## src/rtl/mips_cpu_pkg.sv

```systemverilog
// Shared types for the CPU's multiply/divide unit: operation encodings and FSM states.
package mips_cpu_pkg;

    typedef enum logic [2:0] {
        OP_MULT  = 3'd0,
        OP_MULTU = 3'd1,
        OP_DIV   = 3'd2,
        OP_DIVU  = 3'd3,
        OP_MTHI  = 3'd4,
        OP_MTLO  = 3'd5
    } muldiv_op_t;

    typedef enum logic [1:0] {
        ST_IDLE,
        ST_MUL,
        ST_DIV,
        ST_FIN
    } muldiv_state_t;

endpackage

```

## src/rtl/mips_cpu_div_step.sv

```systemverilog
// One restoring-division step: shift the next dividend bit into the partial
// remainder and subtract the divisor when it fits.
module mips_cpu_div_step #(
    parameter int WIDTH = 32
) (
    input  logic [WIDTH-1:0] rem,
    input  logic [WIDTH-1:0] divisor,
    input  logic             next_bit,
    output logic [WIDTH-1:0] new_rem,
    output logic             q_bit
);

    logic [WIDTH:0] shifted;
    logic [WIDTH:0] diff;

    assign shifted = {rem, next_bit};
    assign diff    = shifted - {1'b0, divisor};
    assign q_bit   = (shifted >= {1'b0, divisor});
    assign new_rem = q_bit ? diff[WIDTH-1:0] : shifted[WIDTH-1:0];

endmodule

```

## src/rtl/mips_cpu_muldiv.sv

```systemverilog
// Multi-cycle multiply/divide unit owning HI/LO. Works on operand magnitudes and
// applies the sign correction in FIN, so HI/LO only ever change on the FIN exit edge.
module mips_cpu_muldiv
    import mips_cpu_pkg::*;
#(
    parameter int WIDTH         = 32,
    parameter bit MUL_ITERATIVE = 1'b1
) (
    input  logic             clk,
    input  logic             reset,
    input  logic             op_valid,
    output logic             op_ready,
    input  logic [2:0]       op,
    input  logic [WIDTH-1:0] a,
    input  logic [WIDTH-1:0] b,
    input  logic             flush,
    output logic             busy,
    output logic             done,
    output logic [WIDTH-1:0] hi,
    output logic [WIDTH-1:0] lo
);

    localparam int CW = $clog2(WIDTH) + 1;

    muldiv_state_t state, state_next;

    logic [2:0]         op_q;
    logic [WIDTH-1:0]   a_q;
    logic [WIDTH-1:0]   opd_q;
    logic [2*WIDTH-1:0] work;
    logic               neg_q;
    logic               neg_r;
    logic               dbz;
    logic [CW-1:0]      count;

    logic               accept;
    logic               op_is_mul;
    logic               op_is_div;
    logic               op_signed;
    logic               a_neg;
    logic               b_neg;
    logic [WIDTH-1:0]   a_mag;
    logic [WIDTH-1:0]   b_mag;
    logic               last_iter;

    logic [WIDTH:0]     mul_sum;
    logic [2*WIDTH-1:0] mul_iter;
    logic [2*WIDTH-1:0] mul_full;
    logic [WIDTH-1:0]   step_rem;
    logic               step_q;

    logic [2*WIDTH-1:0] mul_res;
    logic [WIDTH-1:0]   quo_fix;
    logic [WIDTH-1:0]   rem_fix;
    logic [WIDTH-1:0]   hi_next;
    logic [WIDTH-1:0]   lo_next;

    assign op_ready  = (state == ST_IDLE);
    assign busy      = !op_ready;
    assign accept    = op_valid && op_ready && !flush;

    assign op_is_mul = (op == OP_MULT) || (op == OP_MULTU);
    assign op_is_div = (op == OP_DIV)  || (op == OP_DIVU);
    assign op_signed = (op == OP_MULT) || (op == OP_DIV);
    assign a_neg     = op_signed && a[WIDTH-1];
    assign b_neg     = op_signed && b[WIDTH-1];
    assign a_mag     = a_neg ? -a : a;
    assign b_mag     = b_neg ? -b : b;
    assign last_iter = (count == CW'(WIDTH - 1));

    // Shift-add multiply: lower half starts as the multiplier and drains out as the product fills in.
    assign mul_sum  = {1'b0, work[2*WIDTH-1:WIDTH]} + {1'b0, (work[0] ? opd_q : {WIDTH{1'b0}})};
    assign mul_iter = {mul_sum, work[WIDTH-1:1]};
    assign mul_full = {{WIDTH{1'b0}}, opd_q} * {{WIDTH{1'b0}}, work[WIDTH-1:0]};

    mips_cpu_div_step #(.WIDTH(WIDTH)) u_div_step (
        .rem      (work[2*WIDTH-1:WIDTH]),
        .divisor  (opd_q),
        .next_bit (work[WIDTH-1]),
        .new_rem  (step_rem),
        .q_bit    (step_q)
    );

    always_ff @(posedge clk or posedge reset) begin
        if (reset) state <= ST_IDLE;
        else       state <= state_next;
    end

    always_comb begin
        state_next = state;
        case (state)
            ST_IDLE: begin
                if (accept) begin
                    if (op_is_mul)                          state_next = ST_MUL;
                    else if (op_is_div && (b != '0))        state_next = ST_DIV;
                    else                                    state_next = ST_FIN;
                end
            end
            ST_MUL:  if (!MUL_ITERATIVE || last_iter) state_next = ST_FIN;
            ST_DIV:  if (last_iter) state_next = ST_FIN;
            ST_FIN:  state_next = ST_IDLE;
            default: state_next = ST_IDLE;
        endcase
        if (flush && (state != ST_IDLE)) state_next = ST_IDLE;
    end

    // Sign fix-up and HI/LO selection, committed only on the FIN exit edge.
    always_comb begin
        mul_res = neg_q ? -work : work;
        quo_fix = neg_q ? -work[WIDTH-1:0] : work[WIDTH-1:0];
        rem_fix = neg_r ? -work[2*WIDTH-1:WIDTH] : work[2*WIDTH-1:WIDTH];
        hi_next = hi;
        lo_next = lo;
        case (op_q)
            OP_MULT, OP_MULTU: {hi_next, lo_next} = mul_res;
            OP_DIV, OP_DIVU: begin
                if (dbz) begin
                    hi_next = a_q;
                    lo_next = {WIDTH{1'b1}};
                end else begin
                    hi_next = rem_fix;
                    lo_next = quo_fix;
                end
            end
            OP_MTHI: hi_next = a_q;
            OP_MTLO: lo_next = a_q;
            default: ;
        endcase
    end

    always_ff @(posedge clk or posedge reset) begin
        if (reset) begin
            op_q  <= '0;
            a_q   <= '0;
            opd_q <= '0;
            work  <= '0;
            neg_q <= 1'b0;
            neg_r <= 1'b0;
            dbz   <= 1'b0;
            count <= '0;
            hi    <= '0;
            lo    <= '0;
            done  <= 1'b0;
        end else begin
            done <= 1'b0;
            case (state)
                ST_IDLE: begin
                    if (accept) begin
                        op_q  <= op;
                        a_q   <= a;
                        opd_q <= op_is_mul ? a_mag : b_mag;
                        work  <= {{WIDTH{1'b0}}, (op_is_mul ? b_mag : a_mag)};
                        neg_q <= a_neg ^ b_neg;
                        neg_r <= a_neg;
                        dbz   <= (b == '0);
                        count <= '0;
                    end
                end
                ST_MUL: begin
                    work  <= MUL_ITERATIVE ? mul_iter : mul_full;
                    count <= count + 1'b1;
                end
                ST_DIV: begin
                    work  <= {step_rem, work[WIDTH-2:0], step_q};
                    count <= count + 1'b1;
                end
                ST_FIN: begin
                    if (!flush) begin
                        hi   <= hi_next;
                        lo   <= lo_next;
                        done <= 1'b1;
                    end
                end
                default: ;
            endcase
        end
    end

endmodule

```

## config.mk

```make
export PLATFORM = sky130hd
export DESIGN_NAME = mips_cpu_muldiv
export DESIGN_NICKNAME = d
export VERILOG_FILES = /design/src/rtl/mips_cpu_pkg.sv /design/src/rtl/mips_cpu_div_step.sv /design/src/rtl/mips_cpu_muldiv.sv
export SDC_FILE = /design/constraint.sdc
export NUM_CORES = 1
export LEC_CHECK = 0
export ABC_AREA = 1
export CORE_UTILIZATION = 45
export DETAILED_ROUTE_END_ITERATION = 10
export PLACE_DENSITY = 0.69
export SYNTH_ARGS = -nofsm -noshare
export SYNTH_HDL_FRONTEND = slang
export SYNTH_SLANG_ARGS = --single-unit
export TNS_END_PERCENT = 30
```

## constraint.sdc

```tcl
create_clock -name clk -period 9.8 [get_ports clk]
set_clock_uncertainty 0.05 [all_clocks]
set_input_delay 2.94 -clock clk [delete_from_list [all_inputs] [get_ports clk]]
set_output_delay 2.94 -clock clk [all_outputs]
set_load 0.01 [all_outputs]
```

# After elaboration in Yosys (flattened, before gate mapping)
# Cells that the tools add are included.
# totals
elab_cells	93
in_bits	71
out_inout_bits	67
register_bits	207
# classes
n_reduce_logical	30
n_mux	25
eq_ne	15
bitwise	2
n_lt_le_gt_ge	1
add_sub_neg	8
# op_table
op	count
32-bit 2-to-1 mux	10
32-bit one-hot mux with 3 select lines	2
64-bit one-hot mux with 3 select lines	1
64-bit 2-to-1 mux	2
32-bit negation	4
64-bit negation	1
32-bit by 32-bit adder with 33-bit output	1
33-bit by 32-bit >= comparator with 1-bit output	1
32-bit zero test	1
32-bit nonzero test	1
32-bit subtractor	1
3-bit by 2-bit == test with 1-bit output, second input constant	4
6-bit one-hot mux with 2 select lines	1
3-bit nonzero test	3
2-bit 2-to-1 mux	4
2-bit AND reduction	4
6-bit by 1-bit adder with 6-bit output, second input constant	1
3-bit by 1-bit == test with 1-bit output, second input constant	2
3-bit == test, second input constant	2
6-bit by 5-bit == test with 1-bit output, second input constant	1
1-bit logical AND	6
3-bit zero test	2
6-bit 2-to-1 mux	1
3-bit by 1-bit != test with 1-bit output, second input constant	2
other kinds (13)	23

# Depth between registers and ports, before layout
# Gate-level depths: netlist of run 1.
# logic_depth
ltp_word	8
ltp_mapped	21
mapped_depth_nobuf	19

# Modules after synthesis
# A second synthesis of run 1 with hierarchy kept.
# unflattened
hier_cells	3700
hier_area_um2	21181.6
# by_module_without_submodules
module	seq_area_each_um2	n_inst	cells_per_inst	area_per_inst_um2
mips_cpu_muldiv	5180.0	1	3053	18021.0
mips_cpu_div_step	0.0	1	647	3160.5

# Worst setup path before layout of run 1
# Ideal clock, no wire load.
# synth_timing
path_type	in2reg
startpoint	input a[0]
endpoint	register opd_q[22]
path_stages	12
required_time_ns	9.619
path_slack_ns	5.319
setup_ns	0.131
t_arrival_ns	4.300
n_path_buf	0
cell_sequence	inv_1 -> ha_1 -> nand3_1 -> nor2_1 -> nand2_1 -> inv_2 -> nand3b_1 -> o21ai_1 -> or2_2 -> nand3_1 -> nand3_1 -> o21ai_0
# synth_via
elab_chain_len	3
# synth_lines
item	line	rtl
from (decl)	mips_cpu_muldiv.sv:14	input logic [WIDTH-1:0] a,
32-bit negation	mips_cpu_muldiv.sv:67	assign a_mag = a_neg ? -a : a;
32-bit 2-to-1 mux	mips_cpu_muldiv.sv:67	
32-bit 2-to-1 mux	mips_cpu_muldiv.sv:151	opd_q <= op_is_mul ? a_mag : b_mag;
to (signal assigned)	mips_cpu_muldiv.sv:151	
to (decl)	mips_cpu_muldiv.sv:29	logic [WIDTH-1:0] opd_q;
# No other way between the ends.
# A chain may end at the register's enable or synchronous reset.

# Final worst setup path of run 1
# layout_timing
startpoint	input flush
endpoint	register work[5]
# layout_via
elab_chain_len	4
# layout_lines
item	line	rtl
from (decl)	mips_cpu_muldiv.sv:16	input logic flush,
1-bit zero test	n/a	
1-bit logical AND	mips_cpu_muldiv.sv:60	assign accept = op_valid && op_ready && !flush;
2-bit by 1-bit != test with 1-bit output (no line)	n/a	
2-bit AND reduction (no line)	n/a	
to (signal assigned)	mips_cpu_muldiv.sv:152	work <= {{WIDTH{1'b0}}, (op_is_mul ? b_mag : a_mag)};
to (signal assigned)	mips_cpu_muldiv.sv:160	work <= MUL_ITERATIVE ? mul_iter : mul_full;
to (signal assigned)	mips_cpu_muldiv.sv:164	work <= {step_rem, work[WIDTH-2:0], step_q};
to (decl)	mips_cpu_muldiv.sv:30	logic [2*WIDTH-1:0] work;
# No other way between the ends.

==> results of run 1 <==
cells in the final DEF (no fill, tap or decap), types with 18 or more instances in the layout:
master,count
o21ai_1,28
clkbuf_16,26
o22ai_1,44
clkdlybuf4s50_1,137
buf_4,21
dfrtp_1,206
nand3_1,414
o21ai_0,191
nor2_1,382
nor3_1,18
a21oi_1,210
ha_1,74
inv_1,433
o211ai_1,34
nand2_1,1039
nand4_1,39
inv_2,20
nor2_2,20
xor2_1,40
sequential cells by signal, summed over array words and instances (netlist names):
| name | cells |
|---|---|
| count | 6 |
| neg_q | 1 |
| dbz | 1 |
| lo | 32 |
| work | 64 |
| opd_q | 32 |
| state | 2 |
| a_q | 32 |
| neg_r | 1 |
| done | 1 |
| hi | 32 |
| op_q | 3 |
layer usage:
| layer | GRT usage, % | wire [µm] |
|---|---|---|
| met1 | 50.0 | 36400 |
| met2 | 60.2 | 39700 |
| met3 | 6.53 | 8480 |
| met4 | 17.2 | 4640 |
| met5 | 0 | 0 |
worst register-to-register path, cell delays in order (launching register included):
cell	delay, ps
dfrtp_1	400
inv_1	150
ha_1	260
nand3_2	80
buf_4	320
inv_2	810
nor2_1	160
nor2_2	120
buf_4	350
inv_2	440
nor2_1	890
buf_4	380
o21ai_0	150
o221ai_1	210
cells by family (layout without fill, tap and decap cells):
family,count (synthesis),after routing,synth area share [%]
buffers and inverters,584,663,11.0
XOR/XNOR,54,54,2.31
AO/OA/AOI/OAI,567,567,15.3
adder cells (fa/ha/maj),76,76,4.71
AND/OR/NAND/NOR,1988,1988,41.4
flip-flops,207,207,25.3
worst min-delay path by stage:
| stage | from | endpoint | slack (ps) | depth (start not counted) |
|---|---|---|---|---|
| after global placement | a_q[10] | a_q[10] | 420 | 2 |
| after CTS | a_q[16] | a_q[16] | 440 | 2 |
| after floorplan | a_q[10] | a_q[10] | 400 | 2 |
| after detailed placement | a_q[16] | a_q[16] | 430 | 2 |
| final | a_q[16] | a_q[16] | 440 | 2 |
| after global routing | a_q[16] | a_q[16] | 470 | 2 |
synth_stat cells, drive strengths merged:
master,instances
o31ai,3
a22oi,1
clkinv,4
and2,6
a21oi,213
o22a,4
a211oi,2
nor2,410
ha,74
nor3,26
buf,45
a21boi,2
xnor2,14
nand2,1058
a221oi,6
o211ai,34
o21ai,221
clkbuf,80
or2,9
o21bai,10
nor3b,1
o221ai,7
nor4,6
o21a,6
nand4,39
fa,2
inv,455
o22ai,44
nand3,420
nand3b,6
xor2,40
a31oi,12
and3,7
a21o,2
dfrtp,207
report_power, final:
group	internal, µW	switching, µW	total [µW]
Combinational	1480	3210	4690
Clock	602	415	1020
Sequential	1230	524	1760
cell type report:
class                   count  area [µm²]
clock inverters            11         169
repair buffers            158        1530
clock buffers              35         724
fillers                  4772       21500
multi-input cells        2685       13100
flip-flops and latches    207        5180
inverters                 459        1730
well taps                 592         741
through the flow:
stage / power (µW) / cell area (µm²)
global placement: 6260 / 22300
floorplan: 4570 / 20500
detailed placement: 6270 / 22300
CTS: 7310 / 23200
finish: 7460 / 23200
global route: 7930 / 23200
==> flow_summary_export.csv, run 1 <==
group,metric,value,unit
sta,holdWs,444,ps
synthesis,yosysTopAreaCell,"dfrtp_1",
global_routing,grt_max_degree,84,
drt,drtAntennaViolNets,0,
drt,drtIter0Drc,3059,
clock_tree,cts.reportedPaths.clkPinSlew,60,ps
cells_and_area,fin_nets,3684,
synthesis,yosysSeqAreaShare,25.3,%
synthesis,ys_ff_latch,207,
critical_path,critPathLaunchType,"input pin",
drt,avgViaCountPerCell,5.78,
drt,routed_wl,89200,µm
sta,final-setup-viol-count,0,
sta,slew_headroom,28.7,%
critical_path,crit_chain,"clkdlybuf4s50_1 -> inv_2 -> nand3_2 -> buf_4 -> inv_2 -> nor2_1 -> nor2_2 -> buf_4 -> inv_2 -> nor2_1 -> buf_4 -> o21ai_0 -> o221ai_1",
flow_run,drv_cap,0,
floorplanning,die_y,215,µm
sta,fmaxAchievable,145,MHz
global_routing,grt_pass1_wl,133000,µm
drt,drc,0,
synthesis,synth.top_cell.area_share,25.3,%
critical_path,crit_path_max_incr_delay,880,ps
synthesis,ys_warn_count,0,
drt,first_pass_iters,7,
place,dp_hpwl,71400,µm
floorplanning,fp.dieW,215,µm
critical_path,r2r-start,"state[0]",
critical_path,path_delay_family,"buffers and inverters",
hold_path,hold_class,"reg -> reg",
power,ir_worst_vdd,0.000218,V
critical_path,cp_slowest_cell,"nor2_1",
drt,num_vias,24000,
run_status,run_status,"complete, no violations",
floorplanning,initial_core_util,45.9,%
floorplanning,rows,77,
critical_path,rr_worst_depth,13,
clock_tree,cts_buffers,26,
clock_tree,post-cts-setup-buffer-count,0,
critical_path,arrival,7340,ps
sta,finalHoldViolations,0,
sta,fin_crit,6910,ps
synthesis,synthCells,3476,
place,pre_cts_ws,2430,ps
critical_path,crit_start,"flush",
global_routing,grt-ovfl-total,0,
sta,tns,0,ps
clock_tree,ctsHoldBuffers,0,
synthesis,synthesis.area,20500,µm²
critical_path,endpoint_kind,"register",
cells_and_area,area_growth,13.0,%
synthesis,ys_top_cells_by_area,"dfrtp_1 25%, nand2_1 19%, nand3_1 10%, inv_1 8.0%, nor2_1 7.0%",
critical_path,r2r_slack,4940,ps
sta,fin_ws,2890,ps
sta,rsz0062_at_grt,"no",
clock_tree,clockBufferDepth,3,
clock_tree,cts_resized,0,
place,place.gp.congestion,1.06,
critical_path,cp.depth,13,
sta,slew_viol_final,0,
floorplanning,fp.dieArea,46400,µm²
clock_tree,clock_sinks,207,
critical_path,r2r_end,"work[5]",
place,port_buffers,137,
critical_path,cp-endpoint,"work[5]",
synthesis,syn_area_per_cell,5.89,µm²
sta,worst_slew_pin_slew,1070,ps
critical_path,crit_buf_inv,7,
power,power_density,322,nW/µm²
global_routing,grt_pass1_vias,21800,
critical_path,cp_max_fo,83,
clock_tree,cts_tree,"done",
cells_and_area,stdcell_count,4147,
critical_path,worstPathRequired,10230,ps
synthesis,ys_types,52,
power,leakagePower,0.0119,µW
clock_tree,htree_levels,1,
cells_and_area,diodes,0,
place,dp.cells,4101,
critical_path,path_class,"in -> reg",
global_routing,gr-usage-all-layers,37.8,%
cells_and_area,drive_above_1_share,4.47,%
floorplanning,ios,138,
floorplanning,coreArea,44600,µm²
clock_tree,clkLatencyLatePin,580,ps
synthesis,synth_nets,3623,
global_routing,antenna_found_initial,1,
drt,wl_per_cell,21.5,µm
clock_tree,root_buffer,"clkbuf_16",
sta,fin_crit_sh,70.5,%
cells_and_area,fin_util,51.9,%
No activity file was read; power rests on OpenSTA's default activity.
==> run 2, diff against run 1 <==
clock period = 7.05 ns   (was 9.8 ns; I/O delays follow)
==> run 2 against run 1 <==
Net effect:
- sequential cell count unchanged
- global-route usage increased by 1.1 points
- worst setup slack got worse by 490 ps
- critical path depth increased by 1
- first-iteration DRC count increased by 0.52%
- sequential power increased by 40%
- worst hold slack improved by 11 ps
- register-to-register slack got worse by 1400 ps
- clock power increased by 26%
- cell count about the same
- non-clock buffer count increased by 2
- routed wire length increased by 2.0%
==> flow_summary_export.csv, run 2 (synthesized netlist as in run 1, its figures left out) <==
group,metric,value,unit
clock_tree,root_buffer,"clkbuf_16",
clock_tree,cts_resized,0,
run_status,run_status,"complete, no violations",
global_routing,grt_pass1_wl,137000,µm
floorplanning,coreArea,44600,µm²
clock_tree,cts_tree,"done",
floorplanning,ios,138,
cells_and_area,final_common_cell,"nand2_1",
critical_path,worstPathRequired,7430,ps
sta,rsz0062_at_grt,"no",
flow_run,drv_cap,0,
power,power_density,446,nW/µm²
place,dp_hpwl,73400,µm
global_routing,gr-usage-all-layers,38.9,%
hold_path,hold_class,"reg -> reg",
drt,num_vias,24100,
sta,fin_ws,2400,ps
critical_path,cp-endpoint,"opd_q[26]",
floorplanning,initial_core_util,45.9,%
drt,drtAntennaViolNets,0,
clock_tree,post-cts-setup-buffer-count,0,
power,leakagePower,0.0118,µW
critical_path,path_class,"in -> reg",
critical_path,crit_start,"a[0]",
clock_tree,clkLatencyLatePin,580,ps
sta,finalHoldViolations,0,
critical_path,r2r_end,"work[63]",
clock_tree,ctsHoldBuffers,0,
drt,drtIter0Drc,3075,
drt,drc,0,
critical_path,arrival,5030,ps
critical_path,cp_max_fo,5,
clock_tree,cts_buffers,24,
global_routing,grt_pass1_vias,22600,
critical_path,endpoint_kind,"register",
global_routing,grt_max_degree,118,
floorplanning,fp.dieW,215,µm
clock_tree,clockBufferDepth,3,
critical_path,r2r-start,"work[0]",
place,place.gp.congestion,1.05,
sta,fin_crit_sh,65.9,%
cells_and_area,regMostFlops,"work",
drt,avgViaCountPerCell,5.81,
sta,fmaxAchievable,215,MHz
floorplanning,fp.dieArea,46400,µm²
power,ir_worst_vdd,0.000235,V
sta,fin_crit,4650,ps
drt,first_pass_iters,6,
clock_tree,cts.reportedPaths.clkPinSlew,60,ps
cells_and_area,largest_register_ffs,64,
critical_path,critPathLaunchType,"input pin",
sta,slew_viol_final,0,
global_routing,antenna_found_initial,5,
sta,tns,0,ps
place,pre_cts_ws,1970,ps
drt,routed_wl,91000,µm
global_routing,grt-ovfl-total,0,
cells_and_area,drive_above_1_share,4.48,%
floorplanning,die_y,215,µm
sta,slew_headroom,27.3,%
sta,final-setup-viol-count,0,
cells_and_area,fin_nets,3684,
place,port_buffers,137,
sta,worst_slew_pin_slew,1090,ps
critical_path,r2r_slack,3520,ps
floorplanning,rows,77,
clock_tree,htree_levels,1,
clock_tree,clock_sinks,207,
critical_path,rr_worst_depth,19,
drt,wl_per_cell,21.9,µm
cells_and_area,area_growth,12.7,%
cells_and_area,final_cell_mix,"1039 x nand2_1, 433 x inv_1, 414 x nand3_1, 382 x nor2_1, 210 x a21oi_1",
==> run 2: worst max-delay path: stages <==
cell	delay, ps
clkdlybuf4s50_1	450
inv_1	360
ha_1	240
nand3_1	300
nor2_1	310
nand2_1	200
inv_2	120
nand3b_1	140
o21ai_1	260
nand2_1	80
nand2_1	80
nand3_1	80
nand3_1	160
o21ai_0	120
==> run 2: through the flow <==
stage / utilization (%) / cell area [µm²] / hold slack, ps / instances / power (µW)
floorplan: - / 20500 / 403 / 3476 / 6350
CTS: 51.8 / 23100 / 456 / 4145 / 10100
detailed placement: 50.0 / 22300 / 430 / 4103 / 8770
finish: 51.8 / 23100 / 454 / 4146 / 10300
global placement: 50.0 / 22300 / 419 / 4103 / 8770
global route: 51.8 / 23100 / 495 / 4145 / 11000
==> run 2: report_power, final <==
group / switching (µW) / leakage [µW] / internal, µW
registers: 746 / 0.00258 / 1710
logic: 4490 / 0.00885 / 2060
clock network: 546 / 0.000392 / 744
total: 5780 / 0.0118 / 4520
==> run 2: routing by layer <==
| layer | global-route usage (%) | up-vias | share of wire [%] |
|---|---|---|---|
| li1 | - | 11400 | - |
| met1 | 50.1 | 11100 | 40 |
| met2 | 60.0 | 1250 | 44 |
| met3 | 9.06 | 285 | 10 |
| met4 | 21.3 | 2 | 6.2 |
| met5 | 0.208 | - | 0.013 |
==> run 2: worst min-delay path by stage <==
stage | startpoint | to | cells after the start
after floorplan | a_q[10] | a_q[10] | 2
after global placement | a_q[16] | a_q[16] | 2
after detailed placement | a_q[16] | a_q[16] | 2
after CTS | a_q[10] | a_q[10] | 2
after global routing | lo[15] | lo[15] | 2
final | a_q[10] | a_q[10] | 2
==> run 2: layout make-up <==
class	instances	area [µm²]
diodes	1	2.50
clock buffers	31	667
clock inverters	11	139
fillers	4754	21500
inverters	459	1730
multi-input cells	2685	13100
flip-flops and latches	207	5180
well taps	592	741
repair buffers	160	1560
